--- src/rtl/dftprobe_bank_if.sv ---
// Scan/strobe bundle for dftprobe_bank: the test controller drives it as
// master and the probe bank responds as slave.
interface dftprobe_bank_if #(
   parameter int PW = 8
);
   logic          se;
   logic          si;
   logic          so;
   logic          cap;
   logic          upd;
   logic          pmode;
   logic [PW-1:0] plen;
   logic          rel;
   logic          busy;
   logic          done;

   modport master (
      output se, si, cap, upd, pmode, plen, rel,
      input  so, busy, done
   );

   modport slave (
      input  se, si, cap, upd, pmode, plen, rel,
      output so, busy, done
   );
endinterface

--- src/rtl/dftprobe_bank.sv ---
// Multi-channel DFT probe bank: passes functional signals through or substitutes
// scanned-in values, statically or for a programmed number of cycles.
module dftprobe_bank #(
   parameter int N  = 8,
   parameter int PW = 8
) (
   input  logic          clk,
   input  logic          rst,
   input  logic          CELG,
   input  logic          CELSUB,
   input  logic          CELV,
   input  logic          ten,
   input  logic [N-1:0]  i,
   output logic [N-1:0]  o,
   dftprobe_bank_if.slave pif
);
   typedef enum logic [1:0] {OFF, STATIC, PULSE} state_t;

   localparam logic [PW-1:0] PC_ONE = PW'(1);

   state_t        state_q, state_d;
   logic [N-1:0]  sr_q, sr_d;
   logic [N-1:0]  fr_q, fr_d;
   logic [N-1:0]  cm_q, cm_d;
   logic [PW-1:0] pc_q, pc_d;
   logic          done_q, done_d;

   logic unused_power;
   assign unused_power = CELG ^ CELSUB ^ CELV;

   // One event per cycle in priority rel > upd > cap > se; the pulse countdown
   // only runs when neither rel nor upd claims the cycle.
   always_comb begin
      state_d = state_q;
      sr_d    = sr_q;
      fr_d    = fr_q;
      cm_d    = cm_q;
      pc_d    = pc_q;
      done_d  = 1'b0;
      if (!ten) begin
         state_d = OFF;
         pc_d    = '0;
      end else if (pif.rel) begin
         state_d = OFF;
         pc_d    = '0;
      end else if (pif.upd) begin
         fr_d = sr_q;
         cm_d = sr_q;
         if (pif.pmode) begin
            state_d = PULSE;
            pc_d    = (pif.plen == '0) ? PC_ONE : pif.plen;
         end else begin
            state_d = STATIC;
            pc_d    = '0;
         end
      end else begin
         if (state_q == PULSE) begin
            if (pc_q == PC_ONE) begin
               state_d = OFF;
               pc_d    = '0;
               done_d  = 1'b1;
            end else begin
               pc_d = pc_q - PC_ONE;
            end
         end
         if (pif.cap) begin
            sr_d = i;
         end else if (pif.se) begin
            sr_d        = sr_q >> 1;
            sr_d[N-1]   = pif.si;
         end
      end
   end

   always_ff @(posedge clk) begin
      if (rst) begin
         state_q <= OFF;
         sr_q    <= '0;
         fr_q    <= '0;
         cm_q    <= '0;
         pc_q    <= '0;
         done_q  <= 1'b0;
      end else begin
         state_q <= state_d;
         sr_q    <= sr_d;
         fr_q    <= fr_d;
         cm_q    <= cm_d;
         pc_q    <= pc_d;
         done_q  <= done_d;
      end
   end

   assign o        = (ten && state_q != OFF) ? ((cm_q & fr_q) | (~cm_q & i)) : i;
   assign pif.so   = sr_q[0];
   assign pif.busy = (state_q == PULSE);
   assign pif.done = done_q;
endmodule

--- src/flat_wrapper.sv ---
// flat-port wrapper written by rule: the top's interface ports become plain ports
module dftprobe_bank_flat 
#(
   parameter int N  = 8,
   parameter int PW = 8
)
  (clk, rst, CELG, CELSUB, CELV, ten, i, o, pif_se, pif_si, pif_cap, pif_upd, pif_pmode, pif_plen, pif_rel, pif_so, pif_busy, pif_done);
  dftprobe_bank_if #(.PW(PW)) pif_i ();
  input  logic clk;
  input  logic rst;
  input  logic CELG;
  input  logic CELSUB;
  input  logic CELV;
  input  logic ten;
  input  logic [N-1:0] i;
  output logic [N-1:0] o;
  input wire logic [$bits(pif_i.se)-1:0] pif_se;
  input wire logic [$bits(pif_i.si)-1:0] pif_si;
  input wire logic [$bits(pif_i.cap)-1:0] pif_cap;
  input wire logic [$bits(pif_i.upd)-1:0] pif_upd;
  input wire logic [$bits(pif_i.pmode)-1:0] pif_pmode;
  input wire logic [$bits(pif_i.plen)-1:0] pif_plen;
  input wire logic [$bits(pif_i.rel)-1:0] pif_rel;
  output wire logic [$bits(pif_i.so)-1:0] pif_so;
  output wire logic [$bits(pif_i.busy)-1:0] pif_busy;
  output wire logic [$bits(pif_i.done)-1:0] pif_done;
  assign pif_i.se = pif_se;
  assign pif_i.si = pif_si;
  assign pif_i.cap = pif_cap;
  assign pif_i.upd = pif_upd;
  assign pif_i.pmode = pif_pmode;
  assign pif_i.plen = pif_plen;
  assign pif_i.rel = pif_rel;
  assign pif_so = pif_i.so;
  assign pif_busy = pif_i.busy;
  assign pif_done = pif_i.done;
  dftprobe_bank #(.N(N), .PW(PW)) u_core (.clk(clk), .rst(rst), .CELG(CELG), .CELSUB(CELSUB), .CELV(CELV), .ten(ten), .i(i), .o(o), .pif(pif_i));
endmodule
--- config.mk ---
export PLATFORM = sky130hd
export DESIGN_NAME = dftprobe_bank_flat
export DESIGN_NICKNAME = d
export VERILOG_FILES = /design/src/rtl/dftprobe_bank_if.sv /design/src/rtl/dftprobe_bank.sv /design/src/flat_wrapper.sv
export SDC_FILE = /design/constraint.sdc
export NUM_CORES = 1
export LEC_CHECK = 0
export CAP_MARGIN = 30
export CORE_MARGIN = 2
export CORE_UTILIZATION = 60
export DETAILED_ROUTE_END_ITERATION = 8
export DONT_BUFFER_PORTS = 1
export PLACE_DENSITY = 0.78
export SYNTH_ARGS = -nofsm -noshare
export SYNTH_HDL_FRONTEND = slang
export SYNTH_SLANG_ARGS = --single-unit
--- constraint.sdc ---
create_clock -name clk -period 5.2 [get_ports clk]
set_clock_uncertainty 0.15 [all_clocks]
set_input_delay 1.04 -clock clk [delete_from_list [all_inputs] [get_ports clk]]
set_output_delay 1.04 -clock clk [all_outputs]
set_load 0.05 [all_outputs]
==> impl_results.md, run 1 <==
- Status: complete, no violations
- Mux share of post-synthesis cell area: between 10% and 20%
- Fin Hold WS: approximately 0.37 ns
- Crit-path max FO: 8
- Top sig layer: met4
- Chip Width: between 50 and 60 um
- Count of pins over their slew limit: 0
- Req. time, crit path: about 4 ns
- Largest net degree at the start of global routing: 18
- Max transition margin: between 40% and 50%
- Crit path launch type: input pin
- Final HPWL DP: 2180 um
- Simple-Gate Fraction of Synth Area: around 22%
- Latest clock arrival within the worst-skew pair: 0.33 ns
- Final net count: 177
- Antenna Nets Post-Route: 0
- DRT Pass-1 Iters: 4
- Min Tclk post-route: around 3 ns
- First-pass GRT wire length: around 4800 um
- Post-synthesis compound-gate area fraction: about a fifth
- DP Area: 1370 um^2
- CTS root buffer: clkbuf_4
- H-tree lvl count: 1
- WL/cell: approximately 17 um
- Die area: about 2700 um^2
- Cell count after synthesis: 150
- Pre-CTS setup slack: about 2.2 ns
- Total GRT Usage: between 20% and 30%
- Die Ht: roughly 52 um
- Flop2flop setup slack: 3.35 ns
- Layout area overhead: 0.720%
- # Post-CTS Setup Buffers: 0
- I/O Buffers: 0
- Grt total ovfl: 0
- Critical R2R Launch: u_core.pc_q[1]
- CP top delay family: compound AO/OA/AOI/OAI gates
- Adder-Cell Fraction of Synth Area: 1.80%
- Mapped Area: 1390 um^2
- CTS tree: yes
- Met3 wire length: between 150 and 200 um
- Via Count: around 1100
- Synth warnings: 0
- Syn Nets: 180
- Clock Pin Slew Worst Setup and Hold Paths: about 0.14 ns
- Crit. End Element: output pin
- DR WL met2: about 1500 um
- Post-synth cell types: 38
- R2R Path End: u_core.pc_q[0]
- Most common library cell in the layout ignoring fill and taps: dfxtp_1
- Final setup margin: 2.19 ns
- Max clock buf depth: 2
- Worst path cell trace: o21a_1 -> a21o_1
- Setup TNS: 0 ns
- Hold buffer count at cts: 0
- HP Class: flip-flop to flip-flop
- Crit-path max cell delay: around 0.47 ns
- Fraction of layout cells with a size suffix above 1: a little over 6%
- Cell area power density: 256 nW/um^2
- Hold Path End: u_core.fr_q[3]
- WL met1: about 1300 um
- Routability cong.: between 0.7 and 0.8
- Core ar.: 2190 um^2
- Setup-failing EPs final: 0
- Maximum vdd ir drop: 199 uV
- Clock sinks: 27
- Vias in the first global route: 1103
- WP buf/inv: 0
- DRC: 0
- Critical path class: input pin to output pin
- Num CTS Buffers: 3
- Site Rows: 17
- Max-cap violations: 0
- 1st-iter DRT viols: 13
- Final WL: slightly above 3000 um
- Period utilization: between 50% and 60%
- Fmax: about 330 MHz
- Initial core utilization: approximately 63%
- Vias per Instance: 6.47
- Most frequent cells in the layout: dfxtp_1, nor2_1, mux2i_1, a211oi_1, a21o_1
- Final instance area: ~1400 um^2
- Synth Register Bits: 27
- Crit path launch: ten
- Cell with the largest stage delay on the worst path: a21o_1
- Synth Area in XOR/XNOR: 0%
- Gates resized, CTS repair: 0
- Stages on worst setup path: 2
- Register area share after synthesis: 38.9%
- Hold Path Origin: u_core.fr_q[3]
- Final Hold Viols: 0
- Hold path depth: 2
- Pleak: 0.555 nW
- Initial antenna violation count: 0
- Worst Reg-to-Reg Cells: 6
- Unrepaired setup endpoints after global routing: no
- Slew at the pin closest to its max-slew limit: 0.809 ns
- Antenna Cells: 0
- Post-Syn Area per Cell: ~9.3 um^2
- Worst Path Arrival: roughly 1.8 ns
- Largest family of logic cells by synthesized area: simple AND/OR/NAND/NOR gates
- I/O pin total: 39
-- worst max path at each step --
stage            to  slack, ns
2_1_floorplan  o[0]       2.35
3_3_place_gp   o[0]       2.21
3_5_place_dp   o[0]       2.19
4_1_cts        o[0]       2.19
5_1_grt        o[0]       2.14
6_report       o[0]       2.19
-- cells by family (layout without fill, tap and decap cells) --
| group | after synthesis | count (layout) |
|---|---|---|
| and+or+nand+nor | 53 | 53 |
| buffers and inverters | 12 | 8 |
| AOI/OAI and AO/OA | 38 | 38 |
| muxes | 18 | 18 |
| adders and majority gates | 2 | 2 |
| DFF | 27 | 27 |
-- synthesized netlist by cell type --
master,instances,share of area (%)
dfxtp_1,27,39
nor2_1,21,5.7
mux2i_1,17,12
a211oi_1,9,4.9
a21o_1,8,4.3
a21oi_1,7,2.5
nand3_1,6,2.2
a22oi_1,3,1.6
buf_6,3,2.4
clkbuf_1,3,0.81
inv_1,3,0.81
nand2_1,3,0.81
nand3b_1,3,1.6
nor3_1,3,1.1
nor3b_1,3,1.6
o21ai_0,3,1.1
a31oi_1,2,0.90
a32oi_1,2,1.3
buf_2,2,0.72
ha_1,2,1.8
nor4_1,2,0.90
or4_1,2,1.1
a21boi_0,1,0.54
a221oi_1,1,0.63
and2_1,1,0.45
and4b_1,1,0.72
buf_4,1,0.54
mux2_2,1,0.81
nand2b_1,1,0.45
nand4b_1,1,0.63
nand4bb_1,1,0.81
nor2_2,1,0.45
nor2b_1,1,0.45
nor4_2,1,0.90
nor4b_4,1,1.7
o211ai_1,1,0.54
o21a_1,1,0.54
or3b_1,1,0.63
-- through the flow --
step                power (mW)  cells  util, %
CTS                      0.360    174     63.9
detailed placement       0.268    170     62.5
finish                   0.358    174     63.9
global route             0.371    174     63.9
floorplan                0.267    150        -
global placement         0.266    170     62.5
-- state kept, by name, summed over array words and instances (netlist names) --
signal	count
u_core.fr_q	8
u_core.pc_q	8
u_core.sr_q	8
u_core.state_q	2
u_core.pif.done	1
-- per-layer routing --
metal	vias up	track usage [%]
li1	545	-
met3	4	2.87
met2	46	45.8
met1	531	26.6
met5	-	0
met4	0	7.69
-- area by class of cell --
class	count	area, um^2
Tap cell	28	35.0
Clock buffer	3	22.5
Timing Repair Buffer	1	7.51
Clock inverter	1	7.51
Sequential cell	27	541
Fill cell	184	791
Inverter	3	11.3
Multi-Input combinational cell	111	776
-- report_power, final --
part | internal (mW) | total [mW] | switching, mW
clock network | 0.0295 | 0.0940 | 0.0645
logic | 0.0165 | 0.0468 | 0.0303
registers | 0.212 | 0.217 | 0.00539
Note: power is estimated with default switching activity, not from simulation.
==> inputs of run 2 (changes only) <==
clock period = 3.09 ns   (was 5.2 ns; I/O delays follow)
==> impl_results.md, run 2 (synthesis gave the netlist of run 1 again) <==
- Largest net degree at the start of global routing: 18 (unchanged)
- Biggest regs: u_core.fr_q (8), u_core.pc_q (8), u_core.sr_q (8) (unchanged)
- Gates resized, CTS repair: 0 (unchanged)
- Max-cap violations: 0 (unchanged)
- Most frequent cells in the layout: dfxtp_1, nor2_1, mux2i_1, a211oi_1, a21o_1 (unchanged)
- HP Class: input pin to flip-flop (was flip-flop to flip-flop)
- Crit-path max FO: 8 (unchanged)
- Site Rows: 17 (unchanged)
- Initial core utilization: 63.4% (unchanged)
- Worst Path Arrival: 1.52 ns (was 1.82 ns)
- Antenna Nets Post-Route: 0 (unchanged)
- First-pass GRT wire length: 5090 um (was 4780 um)
- # Post-CTS Setup Buffers: 0 (unchanged)
- Fraction of layout cells with a size suffix above 1: 5.48% (was 6.16%)
- Worst path cell trace: o21a_1 -> a21o_1 (unchanged)
- Period utilization: around 74%
- Maximum vdd ir drop: 314 uV (was 199 uV)
- Critical R2R Launch: u_core.pc_q[1] (unchanged)
- Num CTS Buffers: 3 (unchanged)
- Vias per Instance: 6.41 (was 6.47)
- Slew at the pin closest to its max-slew limit: 0.776 ns (was 0.809 ns)
- Min Tclk post-route: between 2 and 2.5 ns
- Most common library cell in the layout ignoring fill and taps: dfxtp_1 (unchanged)
- Latest clock arrival within the worst-skew pair: 0.32 ns (was 0.33 ns)
- Final Hold Viols: 0 (unchanged)
- Chip Width: 52.1 um (unchanged)
- Count of pins over their slew limit: 0 (unchanged)
- Hold Path Origin: rst (was u_core.fr_q[3])
- 1st-iter DRT viols: 28 (was 13)
- Final net count: 177 (unchanged)
- WP buf/inv: 0 (unchanged)
- I/O pin total: 39 (unchanged)
- Core ar.: 2190 um^2 (unchanged)
- R2R Path End: u_core.pc_q[0] (unchanged)
- Pre-CTS setup slack: 0.946 ns (was 2.19 ns)
- CTS tree: yes (unchanged)
- WL/cell: 17.0 um (was 17.5 um)
- Crit. End Element: output pin (unchanged)
- Pleak: 0.556 nW (was 0.555 nW)
- Fin util: 63.7% (was 63.9%)
- Critical path class: flip-flop to output pin (was input pin to output pin)
- H-tree lvl count: 1 (unchanged)
- Setup TNS: 0 ns (unchanged)
- Hold Path End: u_core.sr_q[5] (was u_core.fr_q[3])
- Via Count: 1115 (was 1126)
- Cell area power density: 426 nW/um^2 (was 256 nW/um^2)
- Cell with the largest stage delay on the worst path: a21o_1 (unchanged)
- Die Ht: 52.1 um (unchanged)
- Flop2flop setup slack: 1.26 ns (was 3.35 ns)
- DRT Pass-1 Iters: 4 (unchanged)
- CTS root buffer: clkbuf_4 (unchanged)
- Worst Reg-to-Reg Cells: 6 (unchanged)
- CP top delay family: compound AO/OA/AOI/OAI gates (unchanged)
- Vias in the first global route: 1178 (was 1103)
- Layout area overhead: 0.450% (was 0.720%)
- Crit-path max cell delay: 0.46 ns (was 0.47 ns)
- Hold path depth: 1 (was 2)
- Status: complete, no violations (unchanged)
- Max transition margin: 48.0% (was 45.8%)
- Die area: 2720 um^2 (unchanged)
- Antenna Cells: 0 (unchanged)
- Grt total ovfl: 0 (unchanged)
- I/O Buffers: 0 (unchanged)
- Max clock buf depth: 2 (unchanged)
- DRC: 0 (unchanged)
- Initial antenna violation count: 0 (unchanged)
- Setup-failing EPs final: 0 (unchanged)
- Routability cong.: 0.795 (about the same)
- Unrepaired setup endpoints after global routing: no (unchanged)
- Final WL: 2960 um (was 3040 um)
- Final setup margin: 0.806 ns (was 2.19 ns)
- Fmax: around 440 MHz
- Crit path launch type: flip-flop (was input pin)
- Hold buffer count at cts: 0 (unchanged)
- Stages on worst setup path: 2 (unchanged)
- Final HPWL DP: 2190 um (was 2180 um)
- Clock Pin Slew Worst Setup and Hold Paths: 0.14 ns (about the same)
- Clock sinks: 27 (unchanged)
- Req. time, crit path: 2.32 ns (was 4.01 ns)
- Total GRT Usage: 24.9% (was 23.7%)
run 2: routing by layer:
| layer | vias up | global-route usage [%] | share of wire, % |
|---|---|---|---|
| met1 | 526 | 28.0 | 42 |
| met2 | 35 | 48.3 | 52 |
| li1 | 552 | - | - |
| met4 | 0 | 6.41 | 0.41 |
| met5 | - | 0 | 0 |
| met3 | 2 | 3.74 | 5.2 |
run 2: per-stage QoR:
step	cells	total power [mW]	instance area [um^2]	hold slack, ns
6_report	174	0.595	1400	0.196
5_1_grt	174	0.618	1400	0.172
4_1_cts	174	0.599	1400	0.189
2_1_floorplan	150	0.450	1390	0.315
3_3_place_gp	170	0.448	1370	0.330
3_5_place_dp	170	0.451	1370	0.342
run 2: where the power goes:
part / total, mW / switching, mW / internal (mW)
registers: 0.365 / 0.00903 / 0.356
logic: 0.0783 / 0.0505 / 0.0277
clock network: 0.152 / 0.101 / 0.0505
total: 0.595 / 0.161 / 0.434
run 2: how the worst max path moves through the flow:
| stage | startpoint | end | slack, ns |
|---|---|---|---|
| floorplan | ten | o[0] | 1.08 |
| global placement | ten | o[0] | 0.95 |
| detailed placement | ten | o[0] | 0.95 |
| CTS | u_core.state_q[1] | o[0] | 0.79 |
| global route | u_core.state_q[1] | o[0] | 0.70 |
| finish | u_core.state_q[1] | o[0] | 0.81 |
run 2: cell type report:
type	count	area (um^2)
multi-input cells	111	776
clock buffers	4	26.3
inverters	3	11.3
well taps	28	35.0
repair buffers	1	7.51
flip-flops and latches	27	541
fillers	186	795
